===== src/rtl/axis_header_insert_align.sv =====
// AXI-Stream header inserter: prepends 0..W header bytes to each packet and
// re-packs the payload so every output beat is full except the last.
module axis_header_insert_align #(
  parameter int unsigned DATA_WD      = 32,
  parameter int unsigned DATA_BYTE_WD = DATA_WD / 8,
  parameter int unsigned BYTE_CNT_WD  = $clog2(DATA_BYTE_WD) + 1
) (
  input  logic                    clk,
  input  logic                    rst_n,
  input  logic                    valid_in,
  input  logic [DATA_WD-1:0]      data_in,
  input  logic [DATA_BYTE_WD-1:0] keep_in,
  input  logic                    last_in,
  output logic                    ready_in,
  output logic                    valid_out,
  output logic [DATA_WD-1:0]      data_out,
  output logic [DATA_BYTE_WD-1:0] keep_out,
  output logic                    last_out,
  input  logic                    ready_out,
  input  logic                    valid_insert,
  input  logic [DATA_WD-1:0]      data_insert,
  input  logic [DATA_BYTE_WD-1:0] keep_insert,
  input  logic [BYTE_CNT_WD-1:0]  byte_insert_cnt,
  output logic                    ready_insert
);

  localparam int unsigned SUM_WD = BYTE_CNT_WD + 1;
  localparam logic [BYTE_CNT_WD-1:0] W_CNT = BYTE_CNT_WD'(DATA_BYTE_WD);
  localparam logic [SUM_WD-1:0]      W_SUM = SUM_WD'(DATA_BYTE_WD);

  typedef enum logic [1:0] {
    S_IDLE,
    S_STREAM,
    S_FLUSH
  } state_e;

  state_e                   state_q, state_d;
  logic [BYTE_CNT_WD-1:0]   r_q, r_d;
  logic [DATA_WD-1:0]       res_q, res_d;
  logic                     valid_q, valid_d;
  logic [DATA_WD-1:0]       data_q, data_d;
  logic [DATA_BYTE_WD-1:0]  keep_q, keep_d;
  logic                     last_q, last_d;

  logic                     adv_c;
  logic [BYTE_CNT_WD-1:0]   hdr_cnt_c;
  logic [BYTE_CNT_WD-1:0]   pay_cnt_c;
  logic [SUM_WD-1:0]        sum_c;
  logic [DATA_WD-1:0]       hdr_res_c;
  logic [DATA_WD-1:0]       pay_data_c;
  logic [2*DATA_WD-1:0]     cat_c;
  logic                     unused_keep_insert;

  // Keep mask with the top nb bytes enabled (byte 0 is the MSB).
  function automatic logic [DATA_BYTE_WD-1:0] top_mask(input logic [SUM_WD-1:0] nb);
    logic [DATA_BYTE_WD-1:0] m;
    m = '0;
    for (int unsigned i = 0; i < DATA_BYTE_WD; i++) begin
      if (SUM_WD'(i) < nb) m[DATA_BYTE_WD-1-i] = 1'b1;
    end
    return m;
  endfunction

  function automatic logic [BYTE_CNT_WD-1:0] popcnt(input logic [DATA_BYTE_WD-1:0] k);
    logic [BYTE_CNT_WD-1:0] c;
    c = '0;
    for (int unsigned i = 0; i < DATA_BYTE_WD; i++) begin
      c = c + BYTE_CNT_WD'(k[i]);
    end
    return c;
  endfunction

  // Zero disabled bytes so they never pollute the residual via the OR-merge.
  function automatic logic [DATA_WD-1:0] keep_data(input logic [DATA_WD-1:0] d,
                                                   input logic [DATA_BYTE_WD-1:0] k);
    logic [DATA_WD-1:0] r;
    r = '0;
    for (int unsigned i = 0; i < DATA_BYTE_WD; i++) begin
      r[8*i +: 8] = k[i] ? d[8*i +: 8] : 8'h00;
    end
    return r;
  endfunction

  assign unused_keep_insert = ^keep_insert;

  assign adv_c        = !valid_q || ready_out;
  assign ready_insert = (state_q == S_IDLE) && adv_c;
  assign ready_in     = (state_q == S_STREAM) && adv_c;

  assign valid_out = valid_q;
  assign data_out  = data_q;
  assign keep_out  = keep_q;
  assign last_out  = last_q;

  // Residual is kept MSB-aligned with all bytes past R forced to zero.
  assign hdr_cnt_c  = (byte_insert_cnt > W_CNT) ? W_CNT : byte_insert_cnt;
  assign hdr_res_c  = data_insert << {W_CNT - hdr_cnt_c, 3'b000};
  assign pay_cnt_c  = popcnt(keep_in);
  assign sum_c      = SUM_WD'(r_q) + SUM_WD'(pay_cnt_c);
  assign pay_data_c = keep_data(data_in, keep_in);
  assign cat_c      = {res_q, {DATA_WD{1'b0}}}
                    | ({{DATA_WD{1'b0}}, pay_data_c} << {W_CNT - r_q, 3'b000});

  // Next-state and output-register computation.
  always_comb begin
    state_d = state_q;
    r_d     = r_q;
    res_d   = res_q;
    valid_d = valid_q && !ready_out;
    data_d  = data_q;
    keep_d  = keep_q;
    last_d  = last_q;
    case (state_q)
      S_IDLE: begin
        if (valid_insert && adv_c) begin
          state_d = S_STREAM;
          if (hdr_cnt_c == W_CNT) begin
            valid_d = 1'b1;
            data_d  = data_insert;
            keep_d  = '1;
            last_d  = 1'b0;
            r_d     = '0;
            res_d   = '0;
          end else begin
            r_d   = hdr_cnt_c;
            res_d = hdr_res_c;
          end
        end
      end
      S_STREAM: begin
        if (valid_in && adv_c) begin
          valid_d = 1'b1;
          data_d  = cat_c[2*DATA_WD-1 -: DATA_WD];
          if (!last_in) begin
            keep_d = '1;
            last_d = 1'b0;
            res_d  = cat_c[DATA_WD-1:0];
          end else if (sum_c <= W_SUM) begin
            keep_d  = top_mask(sum_c);
            last_d  = 1'b1;
            r_d     = '0;
            res_d   = '0;
            state_d = S_IDLE;
          end else begin
            keep_d  = '1;
            last_d  = 1'b0;
            r_d     = BYTE_CNT_WD'(sum_c - W_SUM);
            res_d   = cat_c[DATA_WD-1:0];
            state_d = S_FLUSH;
          end
        end
      end
      S_FLUSH: begin
        if (adv_c) begin
          valid_d = 1'b1;
          data_d  = res_q;
          keep_d  = top_mask(SUM_WD'(r_q));
          last_d  = 1'b1;
          r_d     = '0;
          res_d   = '0;
          state_d = S_IDLE;
        end
      end
      default: state_d = S_IDLE;
    endcase
  end

  always_ff @(posedge clk or negedge rst_n) begin
    if (!rst_n) begin
      state_q <= S_IDLE;
      r_q     <= '0;
      res_q   <= '0;
      valid_q <= 1'b0;
      data_q  <= '0;
      keep_q  <= '0;
      last_q  <= 1'b0;
    end else begin
      state_q <= state_d;
      r_q     <= r_d;
      res_q   <= res_d;
      valid_q <= valid_d;
      data_q  <= data_d;
      keep_q  <= keep_d;
      last_q  <= last_d;
    end
  end

endmodule


===== config.mk =====
export PLATFORM = sky130hd
export DESIGN_NAME = axis_header_insert_align
export DESIGN_NICKNAME = d
export VERILOG_FILES = /design/src/rtl/axis_header_insert_align.sv
export SDC_FILE = /design/constraint.sdc
export NUM_CORES = 1
export LEC_CHECK = 0
export ABC_AREA = 0
export BUFFER_PORTS_ARGS = -buffer_cell sky130_fd_sc_hd__buf_2
export CAP_MARGIN = 20
export CORE_MARGIN = 5
export CORE_UTILIZATION = 40
export DETAILED_ROUTE_END_ITERATION = 12
export SLEW_MARGIN = 20
export SYNTH_ARGS = -nofsm -noshare
export SYNTH_HDL_FRONTEND = slang
export SYNTH_SLANG_ARGS = --single-unit

===== constraint.sdc =====
create_clock -name clk -period 2.65 [get_ports clk]
set_input_delay 0.265 -clock clk [delete_from_list [all_inputs] [get_ports clk]]
set_output_delay 0.265 -clock clk [all_outputs]
set_load 0.02 [all_outputs]

# --- After elaboration in Yosys (flattened, before gate mapping) ---
# Index checks and enable logic that the tools add are counted.
op_classes:
  n_eq_ne: 8
  shifts: 2
  addsub: 7
  muxes: 57
  reduce_logical: 14
  bitwise: 1
  order_cmp: 10
op_table:
  columns: ["cell", "n"]
  rows:
  - ["$mux W32", 10]
  - ["$pmux W32 S3", 2]
  - ["$or A64 B64 Y64", 1]
  - ["$shl A32 B6 Y64", 1]
  - ["$mux W8", 4]
  - ["$shl A32 B6 Y32", 1]
  - ["$mux W4", 6]
  - ["$mux W3", 7]
  - ["$mux W1", 18]
  - ["$pmux W4 S3", 1]
  - ["$mux W2", 5]
  - ["$reduce_and A5 Y1", 2]
  - ["$pmux W3 S3", 1]
  - ["$lt A1 B4 Y1 const A", 2]
  - ["$lt A2 B4 Y1 const A", 2]
  - ["$reduce_and A4 Y1", 2]
  - ["$lt A1 B3 Y1 const A", 2]
  - ["$lt A2 B3 Y1 const A", 2]
  - ["$ne A2 B1 Y1 const B", 3]
  - ["$pmux W1 S3", 2]
  - ["$pmux W2 S3", 1]
  - ["$sub A3 B3 Y3 const A", 2]
  - ["$logic_and A1 B1 Y1", 5]
  - ["$add A3 B3 Y4", 1]
  - ["other kinds (14)", 16]
totals:
  reg_bits: 75
  out_inout_bits: 40
  elab_cells: 106
  inputBits: 81

# --- Logic depth before layout (Yosys ltp) ---
# Gate-level depths: netlist (run 1).
logic_depth:
  ltp_word: 10
  depth_mapped: 13
  ltp_nobuf: 8

# --- Least setup slack after synthesis (run 1) ---
# No wires, ideal clock.
synth_timing:
  path_kind: "input port to flip-flop"
  startpoint: "input keep_in[2]"
  endpoint: "register res_q[24]"
  t_required_ns: 2.520
  path_stages: 11
  n_path_buf: 4
  slack_ns: -0.069
  arrival_ns: 2.589
  cell_sequence: "buf_2 -> clkbuf_1 -> inv_1 -> fa_1 -> fa_1 -> nand2b_1 -> and3_1 -> buf_2 -> buf_2 -> o211ai_1 -> a31oi_1"
synth_via:
  elab_chain_len: 8
synth_rtl:
  columns: ["item", "line_no", "source"]
  rows:
  - ["start: declaration", "12", "input logic [DATA_BYTE_WD-1:0] keep_in,"]
  - ["$add A2 B1 Y3", "68", "c = c + BYTE_CNT_WD'(k[i]);"]
  - ["$add A3 B1 Y3", "68", null]
  - ["$add A3 B3 Y4", "99", "assign sum_c = SUM_WD'(r_q) + SUM_WD'(pay_cnt_c);"]
  - ["$le A4 B3 Y1", "138", "end else if (sum_c <= W_SUM) begin"]
  - ["$mux W32", "138", null]
  - ["$mux W32 (*)", "134", "if (!last_in) begin"]
  - ["$mux W32 (*)", "131", "if (valid_in && adv_c) begin"]
  - ["$pmux W32 S3 (*)", "113", "case (state_q)"]
  - ["end signal: assignment", "180", "res_q <= res_d;"]
  - ["end: declaration", "39", "logic [DATA_WD-1:0] res_q, res_d;"]
# Every way passes the cells marked *; elsewhere a longest branch is shown, timed or not. The select of a mux whose other input is x is not followed.
# A chain may end at the register's enable or synchronous reset.

# --- Worst setup path after layout (run 1) ---
layout_timing:
  startpoint: "input keep_in[0]"
  endpoint: "register keep_q[1], in the netlist keep_out[1]"
layout_via:
  elab_chain_len: 10
layout_rtl:
  columns: ["item", "line_no", "source"]
  rows:
  - ["$add A1 B1 Y2 (*)", "68", null]
  - ["$add A2 B1 Y3 (*)", "68", null]
  - ["$add A3 B1 Y3 (*)", "68", null]
  - ["$add A3 B3 Y4 (*)", "99", null]
  - ["$lt A2 B4 Y1", "59", "if (SUM_WD'(i) < nb) m[DATA_BYTE_WD-1-i] = 1'b1;"]
  - ["$mux W1", "59", null]
  - ["$mux W4 (*)", "138", null]
  - ["$mux W4 (*)", "134", null]
  - ["$mux W4 (*)", "131", null]
  - ["$pmux W4 S3 (*)", "113", null]
  - ["end signal: assignment", "183", "keep_q <= keep_d;"]
  - ["end: declaration", "42", "logic [DATA_BYTE_WD-1:0] keep_q, keep_d;"]
# Marks and branches as above.

==> impl_results.md, run 1 <==
* Hold Startpoint: data_insert[2]
* Clock skew at 0.00844 ns
* Top FF cell, synth: dfrtp_1
* PwrDens at 1360 nW/um^2
* ANT nets after route at 0
* Asr flop ratio synth at 100%
* # H-tree levels at 3
* Seq cells post-synth at 75
* Starting Density at 40.2%
* CTS tree: done
* Syn_nets at 783
* Final Slew Violations at 0
* Max FO, Critical Path at 4
* Clk slew on worst S/H paths at 0.07 ns
* Port bufs at 116
* Global-route wire length before repair at 39,500 um
* Slowest CP cell: a211oi_1
* Hold-critical path endpoint: res_q[2]$_DFFE_PN0P_
* Slew @ Worst Pin at 0.748 ns
* Overall Global Routing Usage at 28.5%
* VDD IR max at 813 uV
* Synth Instances at 690
* Min cycle time layout at 2.55 ns
* Routed len/inst at 26.3 um
* Arrival time worst endpoint at 2.75 ns
* Antenna diodes at 0
* Layout cells sized above 1 at 27.1%
* Post-synth cell types at 62
* Top Ports at 121
* Gpl congestion at 0.940
* Vias per cell at 6.81
* Area growth from synthesis to layout at 19.3%
* Cell area after layout at 7210 um^2
* Max Cap Viol at 0
* RR Endpoint: res_q[30]$_DFFE_PN0P_
* CP endpoint kind: register
* Hold Fails Final Rpt at 0
* Num rows at 45
* Reg2Reg Setup Slack at 0.16 ns
* Worst setup path category: in2reg
* Syn Area/Cell at 8.76 um^2
* Non-filler cells, final at 974
* Initial antenna violation count at 0
* Final Cycle Share at 96.1%
* Die width at 133 um
* EDFF count, synth at 0
* Register area at 1880 um^2
* Post-CTS Setup Inserts at 0
* Placed Instance Area at 6850 um^2
* Crit-path cells: buf_2, fa_1, inv_1, fa_2, fa_2, buf_4, a21o_1, a211oi_1, a31oi_1
* Data required, critical path at 2.85 ns
* Leak at 2.91 nW
* Syn Std Cell Area at 6040 um^2
* Total Routed Length at 25,700 um
* Startpoint types: input port
* Fillers at 1,450
* Die ar. at 17,700 um^2
* Synth Warn # at 0
* Die height at 133 um
* RSZ-0062 raised after global routing: false
* Net count, final at 874
* Vias in the first global route at 6,506
* Most frequent cell on the critical path: fa_2
* Worst R2R Path Depth at 7
* CTS Buf Count at 9
* Max Root-Sink Buffers at 2
* Core box area at 15,000 um^2
* Clk_lat worst skew at 0.35 ns
* Initial drt markers at 1,007
* Drt drc at 0
* Drt pass-1 iters at 8
* Hold WC Path Type: in2reg
* Status: finished, final reports clean
* Largest net degree at the start of global routing at 64
* Final Util at 47.9%
* Hold path depth at 3
* Via Count at 6,633
* CTS sink count at 75
* Placed cells at 957
* DPL Wire Length at 18,000 um
* Final setup fails at 0
* Fmax at 393 MHz
* Root buffer cell: clkbuf_16
* Slowest Stage Delay on Critical Path at 0.57 ns
* Worst r2r src: state_q[0]$_DFFE_PN0P_
* Area of the multi-input gates at 3680 um^2
* Max_slew headroom at 50.2%
* Seq/Total Area, Yosys at 31.1%
* Total gr overflow at 0
==> final cells by class <==
cell class,count,area share [%]
multi-input cells,512,51.1
clock buffers,13,3.89
well taps,188,3.26
clock inverters,3,0.938
inverters,24,1.25
flip-flops and latches,75,26.0
repair buffers,159,13.5
==> through the flow <==
step / hold WS (ns) / setup WS [ns] / TNS [ns] / power, mW
floorplan: -0.0306 / 0.00584 / 0 / 6.28
global placement: 0.352 / -0.179 / -4.23 / 8.10
detailed placement: 0.358 / -0.175 / -5.28 / 8.21
CTS: 0.219 / 0.154 / 0 / 9.67
global route: 0.247 / 0.0291 / 0 / 10.3
finish: 0.240 / 0.102 / 0 / 9.78
==> per-layer routing <==
layer / vias up / share of wire, % / global-route usage [%]
met5: - / 0 / 0
met4: 0 / 3.3 / 10.8
met3: 52 / 11 / 7.49
met2: 424 / 43 / 41.7
met1: 3258 / 42 / 40.4
li1: 2899 / - / -
==> worst max-delay path, delay by kind of cell <==
family / cells / cell delay [ns]
buffers and inverters: 3 / 0.32
AO/OA/AOI/OAI: 3 / 0.93
adder cells (fa/ha/maj): 3 / 1.23
==> cell families after synthesis <==
group,after synthesis,synth area share [%]
adder cells (fa/ha/maj),12,2.86
buffers and inverters,103,8.16
AND/OR/NAND/NOR,178,16.9
XOR/XNOR,2,0.414
multiplexers,35,7.93
flip-flops,75,31.1
AO/OA/AOI/OAI,285,32.7
==> timing repair <==
item,CTS,global route
endpoints found under the setup margin,0,1
endpoints found under the hold margin,44,0
resized for setup,0,1
hold buffers,1,0
==> report_power, final <==
| part | total [mW] | leakage (nW) | internal (mW) | switching (mW) |
|---|---|---|---|---|
| Sequential | 2.13 | 0.911 | 1.76 | 0.364 |
| Combinational | 6.19 | 1.83 | 2.22 | 3.98 |
| Clock | 1.45 | 0.168 | 0.929 | 0.526 |
| Total | 9.78 | 2.91 | 4.91 | 4.87 |
==> registers in the layout, summed over array words and instances, names as in the netlist <==
signal	flops
valid_out	1
keep_out	4
res_q	32
last_out	1
state_q	2
r_q	3
data_out	32
==> layout by cell type, fill, tap and decap left out, drive strengths merged, types with 4 or more instances in the layout <==
| cell | count |
|---|---|
| or2 | 10 |
| nand3b | 17 |
| dfrtp | 75 |
| nand2 | 44 |
| o31ai | 12 |
| mux4 | 8 |
| o2111ai | 9 |
| mux2 | 11 |
| and2 | 25 |
| o221ai | 4 |
| o211ai | 24 |
| a21oi | 77 |
| mux2i | 16 |
| clkbuf | 13 |
| a211oi | 17 |
| a41oi | 9 |
| inv | 23 |
| a2111o | 4 |
| o22a | 8 |
| o21ai | 13 |
| nand4b | 12 |
| nor4 | 9 |
| nor3 | 4 |
| a31oi | 53 |
| nand3 | 31 |
| buf | 158 |
| a22oi | 13 |
| ha | 9 |
| nand2b | 8 |
| a222oi | 27 |
| o22ai | 4 |
| nor2 | 8 |
==> Yosys cell counts (all sizes together), types with 2 or more instances <==
cell type | number | share of area (%)
nand3b | 17 | 2.1
or2 | 10 | 1.0
nor3 | 4 | 0.50
a21oi | 77 | 6.4
and2 | 25 | 2.6
a22oi | 13 | 1.6
buf | 43 | 4.4
o2111ai | 9 | 1.3
nand2 | 44 | 2.8
a31o | 2 | 0.29
inv | 23 | 1.4
mux4 | 8 | 3.0
dfrtp | 75 | 31
a211oi | 17 | 2.1
a41oi | 9 | 1.3
ha | 9 | 1.9
nand4 | 2 | 0.21
nor4 | 9 | 1.0
nor2b | 3 | 0.31
a2111o | 4 | 0.75
a31oi | 53 | 5.5
mux2 | 11 | 2.3
o22a | 8 | 1.2
o21a | 2 | 0.25
nand2b | 8 | 0.83
o31ai | 12 | 1.5
clkbuf | 36 | 2.2
nand3 | 31 | 2.6
and3 | 3 | 0.31
nand4b | 12 | 1.7
o211ai | 24 | 3.0
o22ai | 4 | 0.41
mux2i | 16 | 2.7
o21ai | 13 | 1.1
fa | 3 | 0.99
nor2 | 8 | 0.54
a222oi | 27 | 4.5
o221ai | 4 | 0.58
a21o | 2 | 0.25
==> worst max-delay path by stage <==
| stage | startpoint | to | slack [ns] |
|---|---|---|---|
| floorplan | keep_in[0] | res_q[24]$_DFFE_PN0P_ | 0.006 |
| global placement | keep_in[0] | r_q[0]$_DFFE_PN0P_ | -0.18 |
| finish | keep_in[0] | keep_out[1]$_DFFE_PN0P_ | 0.10 |
| global route | state_q[0]$_DFFE_PN0P_ | res_q[30]$_DFFE_PN0P_ | 0.03 |
| CTS | keep_in[0] | keep_out[1]$_DFFE_PN0P_ | 0.15 |
| detailed placement | keep_in[0] | r_q[0]$_DFFE_PN0P_ | -0.17 |
No activity file was read; power rests on OpenSTA's default activity.
==> run 2: changes to the inputs <==
CORE_MARGIN = 2   (was 5)
MAX_ROUTING_LAYER = met4   (was unset)
==> run 2 against run 1 <==
Effect of this change: worst setup slack gained 0.032 ns; the flow now finishes with violations (hold timing); flip-flop and latch count is the same; die area shrank 8.8%; critical path depth grew 1; clock power grew 9%; clock-buffer cell count shrank 1.
==> impl_results.md, run 2 (synthesized netlist as in run 1, its figures left out) <==
* Post-CTS Setup Inserts at 0
* # hold bufs at CTS at 0
* Register area at 1880 um^2
* Drt drc at 0
* Max_slew headroom at 45.1%
* WL met2 at 10,600 um
* Fillers at 1,409
* M1 wire length at 10,700 um
* Antenna diodes at 0
* Largest net degree at the start of global routing at 76
* Vias in the first global route at 6,396
* Worst r2r src: state_q[0]$_DFFE_PN0P_
* CTS tree: done
* Top Ports at 121
* Die ar. at 16,100 um^2
* Highest metal used: met4
* Area of the multi-input gates at 3690 um^2
* Combinational fraction of design power at 63.0%
* Max Cap Viol at 0
* Min cycle time layout at 2.52 ns
* Die height at 127 um
* Clock Power Share at 15.8%
* Max FO, Critical Path at 5
* Slew @ Worst Pin at 0.823 ns
* Commonest non-fill, non-tap cell in the layout: buf_2
* CTS sink count at 75
* CTS Buf Count at 9
* Startpoint types: input port
* Overall Global Routing Usage at 32.2%
* # H-tree levels at 3
* Drt pass-1 iters at 8
* CP endpoint kind: register
* Hold WC Path Type: in2async
* Placed cells at 957
* Final Slew Violations at 0
* Number of gates resized after CTS at 0
* Sw Pwr at 4.87 mW
* Die width at 127 um
* Pint at 5.13 mW
* Vias per cell at 6.85
* Final Cycle Share at 94.9%
* Routed len/inst at 25.8 um
* Root buffer cell: clkbuf_16
* Net count, final at 877
* Core box area at 14,600 um^2
* RR Endpoint: res_q[23]$_DFFE_PN0P_
* Via Count at 6,665
* Reg2Reg Setup Slack at 0.16 ns
* Max Root-Sink Buffers at 2
* Register share of total power at 21.2%
* Status: finished with violations
* Final total power at 10.0 mW
* Port bufs at 116
* PwrDens at 1380 nW/um^2
* Area growth from synthesis to layout at 20.1%
* Total gr overflow at 0
* Starting Density at 41.3%
* Clk slew on worst S/H paths at 0.06 ns
* Non-filler cells, final at 973
* Layout cells sized above 1 at 27.5%
* Clk_lat worst skew at 0.35 ns
* Fmax at 398 MHz
* Total Routed Length at 25,100 um
* Initial antenna violation count at 0
* Hold Fails Final Rpt at 59
* Most frequent cells in the layout: buf_2, a21oi_1, dfrtp_1
* Arrival time worst endpoint at 2.78 ns
* Final setup fails at 0
* Num rows at 44
* VDD IR max at 643 uV
* Clock skew at 0.00697 ns
* Met3 WL at 3020 um
* Worst R2R Path Depth at 7
* Switching part of the total at 48.7%
* ANT nets after route at 0
* Gpl congestion at 0.976
* Leak at 2.94 nW
* Data required, critical path at 2.91 ns
* Final Hold Slack at -0.0442 ns
* RSZ-0062 raised after global routing: false
* Global-route wire length before repair at 38,500 um
* Initial drt markers at 1,111
* DPL Wire Length at 17,700 um
* Worst setup path category: in2reg
* Failing checks: hold timing
-- run 2: critical path: stages --
cell and delay (ns):
buf_2 0.12, fa_1 0.52, inv_1 0.05, fa_2 0.35
fa_2 0.35, buf_4 0.15, nand2b_1 0.10, nand3_1 0.25
a2111o_1 0.44, a31oi_1 0.18
-- run 2: how the worst max path moves through the flow --
stage / end / startpoint / slack [ns] / cells after the start
2_1_floorplan: res_q[24]$_DFFE_PN0P_ / keep_in[0] / 0.006 / 10
3_3_place_gp: keep_out[2]$_DFFE_PN0P_ / keep_in[0] / -0.23 / 9
3_5_place_dp: keep_out[2]$_DFFE_PN0P_ / keep_in[0] / -0.25 / 9
4_1_cts: keep_out[2]$_DFFE_PN0P_ / keep_in[0] / 0.06 / 9
5_1_grt: res_q[29]$_DFFE_PN0P_ / keep_in[0] / 0.01 / 10
6_report: res_q[30]$_DFFE_PN0P_ / keep_in[0] / 0.13 / 10
-- run 2: through the flow --
| stage | utilization (%) | worst slack [ns] | hold slack [ns] | setup TNS [ns] | cell area (um^2) |
|---|---|---|---|---|---|
| after floorplan | - | 0.00584 | -0.0306 | 0 | 6050 |
| after global placement | 46.9 | -0.227 | 0.494 | -4.34 | 6870 |
| after detailed placement | 46.9 | -0.249 | 0.493 | -5.29 | 6870 |
| after CTS | 49.5 | 0.0622 | 0.137 | 0 | 7250 |
| after global routing | 49.6 | 0.0114 | 0.0204 | 0 | 7260 |
| final | 49.6 | 0.134 | -0.0442 | 0 | 7260 |
-- run 2: layer usage --
| metal | global-route usage (%) | vias up |
|---|---|---|
| li1 | - | 2898 |
| met1 | 44.8 | 3241 |
| met2 | 44.1 | 464 |
| met3 | 9.19 | 62 |
| met4 | 12.3 | 0 |
| met5 | - | - |
-- run 2: power groups by stage --
stage | logic, mW | clock network, mW | registers [mW]
after global routing | 6.73 | 1.64 | 2.19
after CTS | 6.18 | 1.60 | 2.12
after floorplan | 3.88 | 0 | 2.40
after detailed placement | 6.17 | 0 | 2.13
final | 6.30 | 1.58 | 2.12
after global placement | 6.06 | 0 | 2.10
-- run 2: cell type report --
| type | count | area share (%) |
|---|---|---|
| Multi-Input combinational cell | 512 | 50.8 |
| Sequential cell | 75 | 25.9 |
| Timing Repair Buffer | 162 | 13.7 |
| Clock buffer | 12 | 3.53 |
| Tap cell | 184 | 3.17 |
| Clock inverter | 4 | 1.65 |
| Inverter | 24 | 1.24 |
